$ cat config.mk
export PLATFORM = sky130hd
export DESIGN_NAME = multicycle_controller
export DESIGN_NICKNAME = d
export VERILOG_FILES = /design/src/rtl/multicycle_controller.sv
export SDC_FILE = /design/constraint.sdc
export NUM_CORES = 1
export LEC_CHECK = 0
export BUFFER_PORTS_ARGS = -buffer_cell sky130_fd_sc_hd__buf_2
export CORE_MARGIN = 2
export CORE_UTILIZATION = 35
export DETAILED_ROUTE_END_ITERATION = 16
export PLACE_DENSITY = 0.61
export SETUP_SLACK_MARGIN = 0.5
export SLEW_MARGIN = 15
export SYNTH_ARGS = -nofsm -noshare
export SYNTH_HDL_FRONTEND = slang
export SYNTH_SLANG_ARGS = --single-unit
$ cat constraint.sdc
create_clock -name clk -period 4.4 [get_ports clk]
set_clock_uncertainty 0.1 [all_clocks]
set_input_delay 0.22 -clock clk [delete_from_list [all_inputs] [get_ports clk]]
set_output_delay 0.22 -clock clk [all_outputs]
set_load 0.02 [all_outputs]
$ cat src/rtl/multicycle_controller.sv
// multicycle_controller
//   Multi-cycle RV32I control unit: sequences FETCH/DECODE/EXEC/MEM/WB and
//   drives the ALU/regfile datapath selects, write enables and memory handshakes.
//   Every output is a flop. Requests (imem_req, dmem_req, dmem_we) line up with
//   the state that owns them. Completion pulses (IRWEn, RegWEn, PCWEn with
//   PCSel/WBSel) appear in the cycle after the state that decides them.
//
//   Optional build macro: PERF_CNT_EN adds the cycle_cnt / instret_cnt ports.
//
// Ports
//   clk, rst           clock, synchronous active-high reset
//   inst               instruction word from the instruction memory
//   imem_ready         instruction memory data valid
//   dmem_ready         data memory access complete
//   branch_taken       rs1==rs2 from the ALU, used in EXEC
//   imem_req           fetch request
//   dmem_req, dmem_we  data request / write (store)
//   IRWEn              instruction register load
//   ALUSel             ALU operation
//   ALUSrcA, ALUSrcB   operand muxes (A: 0=rs1 1=zero, B: 0=rs2 1=imm)
//   ImmSel             0=I 1=S 2=B 3=J 4=U
//   RegWEn, WBSel      register write, write-back source (0=ALU 1=mem 2=PC+4)
//   PCWEn, PCSel       PC update, 0=PC+4 1=target
//   trap, trap_cause   sticky halt, 1=illegal instruction 2=memory timeout
//   cycle_cnt          cycles since reset (PERF_CNT_EN)
//   instret_cnt        retired instructions (PERF_CNT_EN)
//
// state  | meaning
// FETCH  | request instruction, wait for imem_ready
// DECODE | classify IR, load ALU/operand selects or trap
// EXEC   | branch resolves here, others pick MEM or WB
// MEM    | data access, wait for dmem_ready
// WB     | register write and PC update
// TRAP   | halted until reset
module multicycle_controller #(
    parameter int TIMEOUT = 16,
    parameter int CNT_W   = 32
) (
    input  logic        clk,
    input  logic        rst,
    input  logic [31:0] inst,
    input  logic        imem_ready,
    input  logic        dmem_ready,
    input  logic        branch_taken,
    output logic        imem_req,
    output logic        dmem_req,
    output logic        dmem_we,
    output logic        IRWEn,
    output logic [3:0]  ALUSel,
    output logic        ALUSrcA,
    output logic        ALUSrcB,
    output logic [2:0]  ImmSel,
    output logic        RegWEn,
    output logic [1:0]  WBSel,
    output logic        PCWEn,
    output logic        PCSel,
    output logic        trap,
    output logic [1:0]  trap_cause
`ifdef PERF_CNT_EN
   ,output logic [CNT_W-1:0] cycle_cnt,
    output logic [CNT_W-1:0] instret_cnt
`endif
);

    localparam logic [2:0] S_FETCH  = 3'd0;
    localparam logic [2:0] S_DECODE = 3'd1;
    localparam logic [2:0] S_EXEC   = 3'd2;
    localparam logic [2:0] S_MEM    = 3'd3;
    localparam logic [2:0] S_WB     = 3'd4;
    localparam logic [2:0] S_TRAP   = 3'd5;

    localparam logic [2:0] T_R     = 3'd0;
    localparam logic [2:0] T_I     = 3'd1;
    localparam logic [2:0] T_LOAD  = 3'd2;
    localparam logic [2:0] T_STORE = 3'd3;
    localparam logic [2:0] T_BR    = 3'd4;
    localparam logic [2:0] T_JAL   = 3'd5;
    localparam logic [2:0] T_LUI   = 3'd6;
    localparam logic [2:0] T_BAD   = 3'd7;

    localparam logic [3:0] ALU_ADD = 4'b0010;
    localparam logic [3:0] ALU_SUB = 4'b0110;

    // Wait timer is a down-counter reloaded on every state change; it traps
    // on the request cycle where it already sits at zero.
    localparam int TW = (TIMEOUT > 1) ? $clog2(TIMEOUT) : 1;
    localparam logic [TW-1:0] WAIT_LOAD = (TIMEOUT > 0) ? TW'(TIMEOUT - 1) : '0;

    logic [2:0]    state;
    logic [2:0]    itype;
    logic [31:0]   ir;
    logic [TW-1:0] wait_cnt;
    logic          timeout_hit;

    logic [2:0] dec_type;
    logic [3:0] dec_alu;
    logic       dec_srca;
    logic       dec_srcb;
    logic [2:0] dec_imm;

    logic unused_ir_bits;
    assign unused_ir_bits = ^ir[24:15];

    assign timeout_hit = (TIMEOUT != 0) && (wait_cnt == '0);

    function automatic logic [3:0] alu_op(input logic [2:0] f3, input logic alt);
        logic [3:0] op;
        case (f3)
            3'b000:  op = alt ? ALU_SUB : ALU_ADD;
            3'b001:  op = 4'b0100;
            3'b010:  op = 4'b0111;
            3'b011:  op = 4'b1001;
            3'b100:  op = 4'b0011;
            3'b101:  op = alt ? 4'b1000 : 4'b0101;
            3'b110:  op = 4'b0001;
            default: op = 4'b0000;
        endcase
        return op;
    endfunction

    always_comb begin
        dec_type = T_BAD;
        dec_alu  = ALU_ADD;
        dec_srca = 1'b0;
        dec_srcb = 1'b0;
        dec_imm  = 3'd0;
        case (ir[6:0])
            7'b0110011: begin
                dec_type = (ir[31:25] == 7'b0000000 || ir[31:25] == 7'b0100000) ? T_R : T_BAD;
                dec_alu  = alu_op(ir[14:12], ir[30]);
            end
            7'b0010011: begin
                // only SRAI uses inst[30]; ADDI never becomes SUB
                dec_type = T_I;
                dec_alu  = alu_op(ir[14:12], (ir[14:12] == 3'b101) && ir[30]);
                dec_srcb = 1'b1;
            end
            7'b0000011: begin
                dec_type = T_LOAD;
                dec_srcb = 1'b1;
            end
            7'b0100011: begin
                dec_type = T_STORE;
                dec_srcb = 1'b1;
                dec_imm  = 3'd1;
            end
            7'b1100011: begin
                dec_type = (ir[14:13] == 2'b00) ? T_BR : T_BAD;
                dec_alu  = ALU_SUB;
                dec_imm  = 3'd2;
            end
            7'b1101111: begin
                dec_type = T_JAL;
                dec_srcb = 1'b1;
                dec_imm  = 3'd3;
            end
            7'b0110111: begin
                dec_type = T_LUI;
                dec_srca = 1'b1;
                dec_srcb = 1'b1;
                dec_imm  = 3'd4;
            end
            default: dec_type = T_BAD;
        endcase
    end

    always_ff @(posedge clk) begin
        if (rst) begin
            state      <= S_FETCH;
            itype      <= T_R;
            ir         <= '0;
            wait_cnt   <= WAIT_LOAD;
            imem_req   <= 1'b0;
            dmem_req   <= 1'b0;
            dmem_we    <= 1'b0;
            IRWEn      <= 1'b0;
            ALUSel     <= ALU_ADD;
            ALUSrcA    <= 1'b0;
            ALUSrcB    <= 1'b0;
            ImmSel     <= 3'd0;
            RegWEn     <= 1'b0;
            WBSel      <= 2'd0;
            PCWEn      <= 1'b0;
            PCSel      <= 1'b0;
            trap       <= 1'b0;
            trap_cause <= 2'd0;
        end else begin
            IRWEn  <= 1'b0;
            RegWEn <= 1'b0;
            PCWEn  <= 1'b0;
            PCSel  <= 1'b0;
            WBSel  <= 2'd0;
            case (state)
                S_FETCH: begin
                    if (imem_req && imem_ready) begin
                        ir       <= inst;
                        IRWEn    <= 1'b1;
                        imem_req <= 1'b0;
                        state    <= S_DECODE;
                        wait_cnt <= WAIT_LOAD;
                    end else if (imem_req && timeout_hit) begin
                        imem_req   <= 1'b0;
                        trap       <= 1'b1;
                        trap_cause <= 2'd2;
                        state      <= S_TRAP;
                        wait_cnt   <= WAIT_LOAD;
                    end else begin
                        // first FETCH after reset raises the request here
                        imem_req <= 1'b1;
                        if (imem_req && TIMEOUT != 0)
                            wait_cnt <= wait_cnt - 1'b1;
                    end
                end
                S_DECODE: begin
                    wait_cnt <= WAIT_LOAD;
                    if (dec_type == T_BAD) begin
                        trap       <= 1'b1;
                        trap_cause <= 2'd1;
                        state      <= S_TRAP;
                    end else begin
                        itype   <= dec_type;
                        ALUSel  <= dec_alu;
                        ALUSrcA <= dec_srca;
                        ALUSrcB <= dec_srcb;
                        ImmSel  <= dec_imm;
                        state   <= S_EXEC;
                    end
                end
                S_EXEC: begin
                    wait_cnt <= WAIT_LOAD;
                    if (itype == T_BR) begin
                        PCWEn    <= 1'b1;
                        PCSel    <= branch_taken ^ ir[12];
                        imem_req <= 1'b1;
                        state    <= S_FETCH;
                    end else if (itype == T_LOAD || itype == T_STORE) begin
                        dmem_req <= 1'b1;
                        dmem_we  <= (itype == T_STORE);
                        state    <= S_MEM;
                    end else begin
                        state <= S_WB;
                    end
                end
                S_MEM: begin
                    if (dmem_ready) begin
                        dmem_req <= 1'b0;
                        dmem_we  <= 1'b0;
                        wait_cnt <= WAIT_LOAD;
                        if (itype == T_STORE) begin
                            PCWEn    <= 1'b1;
                            imem_req <= 1'b1;
                            state    <= S_FETCH;
                        end else begin
                            state <= S_WB;
                        end
                    end else if (timeout_hit) begin
                        dmem_req   <= 1'b0;
                        dmem_we    <= 1'b0;
                        trap       <= 1'b1;
                        trap_cause <= 2'd2;
                        state      <= S_TRAP;
                        wait_cnt   <= WAIT_LOAD;
                    end else if (TIMEOUT != 0) begin
                        wait_cnt <= wait_cnt - 1'b1;
                    end
                end
                S_WB: begin
                    RegWEn   <= (ir[11:7] != 5'd0);
                    PCWEn    <= 1'b1;
                    PCSel    <= (itype == T_JAL);
                    WBSel    <= (itype == T_LOAD) ? 2'd1 : (itype == T_JAL) ? 2'd2 : 2'd0;
                    imem_req <= 1'b1;
                    state    <= S_FETCH;
                    wait_cnt <= WAIT_LOAD;
                end
                default: begin
                    imem_req <= 1'b0;
                    dmem_req <= 1'b0;
                    dmem_we  <= 1'b0;
                    state    <= S_TRAP;
                end
            endcase
        end
    end

`ifdef PERF_CNT_EN
    always_ff @(posedge clk) begin
        if (rst) begin
            cycle_cnt   <= '0;
            instret_cnt <= '0;
        end else begin
            cycle_cnt <= cycle_cnt + 1'b1;
            if (PCWEn)
                instret_cnt <= instret_cnt + 1'b1;
        end
    end
`endif

endmodule

==> flow_summary.ini, run 1 <==
[outcome]
status = completed

[pwr]
finalPower_mw = 1.36
power_leakage_nw = 1.18
cellPowerDensity_nw_per_um2 = 443
max-vdd-ir-drop_v = 0.000125

[synthesis]
syn_area_per_cell_um2 = 8.00
synth.cell_area_um2 = 2680
async_flop_share = 0
synth_top_area_frac = 0.389
yosys_warnings = 0
ys_ff_latch = 52
syn_inst = 335
synth-edff-count = 0
yosysTopAreaCell = dfxtp_1
yosysSeqAreaShare = 0.389
synthTopCellsByArea = dfxtp_1 (39%), nand2_1 (9.1%), a21oi_1 (6.0%), nor2_1 (2.5%), mux2i_1 (2.2%)
synth_nets = 373
ys_types = 65
synth_ff_type = dfxtp_1

[global_routing]
grt_max_degree = 45
grt_pass1_wl_mm = 10.8
grt_overflow = 0
grt_usage = 0.157
antenna_found_initial = 0
grt_pass1_vias = 2317

[setup_path]
crit_path_end_kind = flip-flop
worst-setup-path-type = reg2reg
ff2ff_setup_slack_ns = 2.07
critPathTopFamily = simple AND/OR/NAND/NOR gates
start_kind = flip-flop
crit_start = state[0]
worst_ep_required_time_ns = 4.46
crit_path_max_fanout = 23
cpMaxStageDelayCell = nand3_1
cp.buffers_inverters = 0
critPathMaxStageDelay_ns = 0.74
crit_arrival_ns = 2.38
cp_cell_sequence = nor3_1 -> nand3_1 -> nand2_1 -> a21oi_1
regToRegStartpoint = state[0]

[sta]
tns_ns = 0
rsz0062_at_grt = no
hold_viol_final = 0
period_needed_ns = 2.33
setup_slack_ns = 2.07
post-route-period-util = 0.529
holdWs_ns = 0.0403
relSlewSlack = 0.384
drv_slew = 0
setup_viol_count_final = 0
clock.fmax_mhz = 430
worst_slew_pin_slew_ns = 0.921

[floorplan]
initial_core_util = 0.365
die_area_um2 = 8370
die_h_um = 91.5
io_pins = 58
design.core.area_um2 = 7330
rows = 31
die_x_um = 91.5

[clocking]
cts.repair.resized = 0
clock-root-buffer = clkbuf_8
cts.clk_slew.worst_paths_ns = 0.10
cts_buffer_depth = 2
ctsHoldBuffers = 0
cts_tree = yes
cts_setup_buffers = 0
numCtsBuffers = 5
clk_latency_ns = 0.31
cts_sinks = 52
h-tree-depth = 2

[detailed_routing]
viasPerCell = 5.25
final_antenna_net_count = 0
routed_wl_mm = 6.35
vias = 2446
dr.pass1.iters = 4
wl_per_cell_um = 13.6
drt-initial-drc-count = 119
remaining_drc_errors = 0

[place]
globalplace.congestion = 0.864
dp_cells = 458
place_area_um2 = 2940
port_buffers = 47
place_ws_ns = 2.11
dpl.hpwl_mm = 4.50

[layout]
fin_util = 0.418
fin_nets = 404
syn2layout_area_growth_pct = 14.3
final_cell_area_um2 = 3060
nFillCells = 799
drive_gt1_frac = 0.185
stdcell_count = 466
num_antenna_cells = 0

[hold_path]
hp-class = in2reg
hp-start = inst[27]

[run]
drv_cap = 0
worst register-to-register path, delay by kind of cell, from the launching register on:
family	cells	cell delay (ns)
AND/OR/NAND/NOR	3	1.50
AO/OA/AOI/OAI	1	0.09
flip-flops	1	0.49
final timing paths:
path / end / cells past startpoint
max reg2reg: ir[4] / 4
min: ir[27] / 3
max: ir[4] / 4
min reg2reg: ir[8] / 2
layout make-up:
| class | count | area, µm² | area share |
|---|---|---|---|
| tap | 99 | 124 | 0.0404 |
| clock buffer | 7 | 96.3 | 0.0315 |
| clock inverter | 1 | 30.0 | 0.00980 |
| inverter | 12 | 45.0 | 0.0147 |
| multi-input combinational | 247 | 1480 | 0.484 |
| sequential | 52 | 1040 | 0.340 |
| timing repair buffer | 48 | 243 | 0.0792 |
where the power goes:
group	internal (mW)	switching, mW	leakage [nW]
Combinational	0.158	0.226	0.692
Clock	0.201	0.161	0.0645
Sequential	0.529	0.0816	0.422
registers in the layout, indices dropped and copies added (netlist names):
signal      count
ir             22
ALUSel          4
wait_cnt        4
itype           3
state           3
ImmSel          2
WBSel           2
trap_cause      2
ALUSrcA         1
ALUSrcB         1
IRWEn           1
PCSel           1
PCWEn           1
RegWEn          1
dmem_req        1
dmem_we         1
imem_req        1
trap            1
synth_stat cells (all sizes together), types with 2 or more instances:
master   count
and2         3
o22ai        2
nor4         4
nor2b        6
o211a        3
nand2       65
o32ai        2
o211ai       4
dfxtp       52
mux2i        6
o2bb2ai      2
or3b         7
nand4b       2
o31ai        2
a22oi        6
o21a         2
a221oi       2
a311oi       2
nand4bb      2
nand3        6
nand2b       7
clkbuf      16
a211oi       5
buf          8
o21ai       12
inv         12
or4          2
nand4        2
or2          3
a32o         2
nor2        18
a21o         2
nor3        10
a31oi        2
a21oi       32
cell families (layout without fill, tap and decap cells):
family / count (synthesis) / count (layout) / share of synthesized area
buffers and inverters: 36 / 68 / 0.0575
adders and majority gates: 1 / 1 / 0.00467
xor gates and xnor gates: 2 / 2 / 0.00654
and+or+nand+nor: 145 / 145 / 0.275
DFF: 52 / 52 / 0.389
AOI/OAI and AO/OA: 92 / 92 / 0.241
muxes: 7 / 7 / 0.0266
per-layer routing:
layer / wire length [µm] / up-vias / GRT usage / share of wire
li1: - / 1258 / - / -
met1: 2920 / 1142 / 0.201 / 0.46
met2: 3140 / 44 / 0.270 / 0.49
met3: 275 / 2 / 0.0290 / 0.043
met4: 18 / 0 / 0.0379 / 0.0028
met5: 0 / - / 0 / 0
layout by cell type (no fill, tap or decap), types with 3 or more instances in the layout:
cell      count
o211a_1       3
nor3_1       10
a21oi_1      32
nor2_1       18
or3b_2        5
nor4_1        4
nand3_1       6
mux2i_1       6
nand2b_1      7
a211oi_1      5
o21ai_0      11
and2_1        3
clkbuf_8      7
inv_1        12
nand2_1      65
a22oi_1       6
o211ai_1      3
dfxtp_1      52
nor2b_1       6
buf_2        47
Power figures use the tool's default switching activity.
==> inputs of run 2 (changes only) <==
==> constraint.sdc (replaced) <==
create_clock -name clk -period 2.3 [get_ports clk]
set_clock_uncertainty 0.1 [all_clocks]
set_input_delay 0.115 -clock clk [delete_from_list [all_inputs] [get_ports clk]]
set_output_delay 0.115 -clock clk [all_outputs]
set_load 0.02 [all_outputs]
==> flow_summary.ini, run 2 (synthesis gave the netlist of run 1 again) <==
[detailed_routing]
final_antenna_net_count = 0
routed_wl_mm = 6.66
dr.pass1.iters = 4
drt-initial-drc-count = 124
remaining_drc_errors = 0
vias = 2581
viasPerCell = 5.12
wl_per_cell_um = 13.2

[clocking]
numCtsBuffers = 5
h-tree-depth = 2
clk_latency_ns = 0.31
cts_sinks = 52
cts.clk_slew.worst_paths_ns = 0.09
cts_tree = yes
cts_buffer_depth = 2
clock-root-buffer = clkbuf_8

[setup_path]
start_kind = flip-flop
ff2ff_setup_slack_ns = 0.40
rr_worst_depth = 4
crit_path_end_kind = flip-flop
worst-setup-path-type = reg2reg
crit_path_max_fanout = 6
regToRegStartpoint = ir[27]
crit_arrival_ns = 2.00
cpMaxStageDelayCell = or4_4
critPathMaxStageDelay_ns = 0.55
cp_cell_sequence = or4_4 -> o311ai_4 -> o211ai_4 -> mux2_4
crit_start = ir[27]
r2r_end = ALUSel[0]
worst_ep_required_time_ns = 2.40

[floorplan]
initial_core_util = 0.365
io_pins = 58
die_h_um = 91.5
rows = 31
design.core.area_um2 = 7330
die_area_um2 = 8370
die_x_um = 91.5

[layout]
largest_register = ir
multi_input_area_um2 = 1540
num_antenna_cells = 0
ff_latch_area_um2 = 1050
syn2layout_area_growth_pct = 28.5
top_regs = ir x22, ALUSel x4, wait_cnt x4
drive_gt1_frac = 0.247
nFillCells = 731
fin_nets = 442
final_cell_mix = nand2_1 (65), buf_2 (47), dfxtp_1 (45)
largest_reg_flops = 22
final_common_cell = nand2_1
fin_util = 0.470

[hold_path]
hp-class = in2reg
min_to = wait_cnt[2]
min_path_cells = 4
hp-start = dmem_ready

[pwr]
cellPowerDensity_nw_per_um2 = 750
finalPower_mw = 2.58
pwr-share-comb = 0.345
max-vdd-ir-drop_v = 0.000338
internal_power_mw = 1.66
power_leakage_nw = 1.34
pwr-share-seq = 0.446
p_switching_mw = 0.924
sw_frac_of_total = 0.358
clkPwrFrac = 0.209

[global_routing]
grt_overflow = 0
grt_usage = 0.163
grt_pass1_vias = 2405
grt_max_degree = 28
grt_pass1_wl_mm = 11.2
antenna_found_initial = 0

[run]
drv_cap = 0

[sta]
period_needed_ns = 1.90
clock.fmax_mhz = 525
setup_slack_ns = 0.396
drv_slew = 0
post-route-period-util = 0.828
rsz0062_at_grt = yes
setup_viol_count_final = 0
relSlewSlack = 0.627
hold_viol_final = 0
holdWs_ns = 0.199
worst_slew_pin_slew_ns = 0.559
tns_ns = 0

[place]
dpl.hpwl_mm = 4.67
place_ws_ns = 0.241
port_buffers = 47
globalplace.congestion = 0.895

[outcome]
status = completed
[run 2: worst max-delay path by stage]
stage / end / slack [ns]
2_1_floorplan: itype[2] / 0.46
3_3_place_gp: ALUSel[0] / 0.25
3_5_place_dp: ALUSel[0] / 0.24
4_1_cts: ALUSel[0] / 0.35
5_1_grt: itype[0] / 0.32
6_report: ALUSel[0] / 0.40
[run 2: routing by layer]
| layer | global-route usage | share of wire |
|---|---|---|
| met1 | 0.205 | 0.46 |
| met3 | 0.0373 | 0.030 |
| met4 | 0.0379 | 0.0038 |
| met2 | 0.282 | 0.51 |
| met5 | 0 | 0 |
[run 2: worst max-delay path, delay by kind of cell (launching register included)]
family / cells / cell delay [ns]
simple gates: 1 / 0.55
compound gates: 2 / 0.50
mux: 1 / 0.32
flops: 1 / 0.33
[run 2: power by group through the flow]
stage	Clock [mW]	Combinational [mW]	Sequential, mW
floorplan	0	0.610	1.13
global placement	0	0.797	1.16
detailed placement	0	0.809	1.16
CTS	0.563	0.874	1.14
global route	0.594	1.01	1.17
finish	0.539	0.892	1.15
[run 2: layout make-up]
class | instances | share of cell area
repair buffers | 86 | 0.172
inverters | 12 | 0.0131
well taps | 99 | 0.0360
multi-input cells | 247 | 0.448
clock buffers | 8 | 0.0262
flip-flops and latches | 52 | 0.305
[run 2: through the flow]
step | instance area [µm²] | instances
floorplan | 2680 | 335
global placement | 3010 | 468
detailed placement | 3010 | 468
CTS | 3410 | 503
global route | 3440 | 504
finish | 3440 | 504
[run 2: timing repair]
| action | CTS | global route |
|---|---|---|
| buffers inserted | 5 | 1 |
| resized for setup | 12 | 13 |
| setup endpoints to repair | 21 | 44 |
| hold buffers | 22 | 0 |
| pin swaps | 6 | 5 |
| hold endpoints to repair | 22 | 0 |
| gates cloned | 0 | 0 |
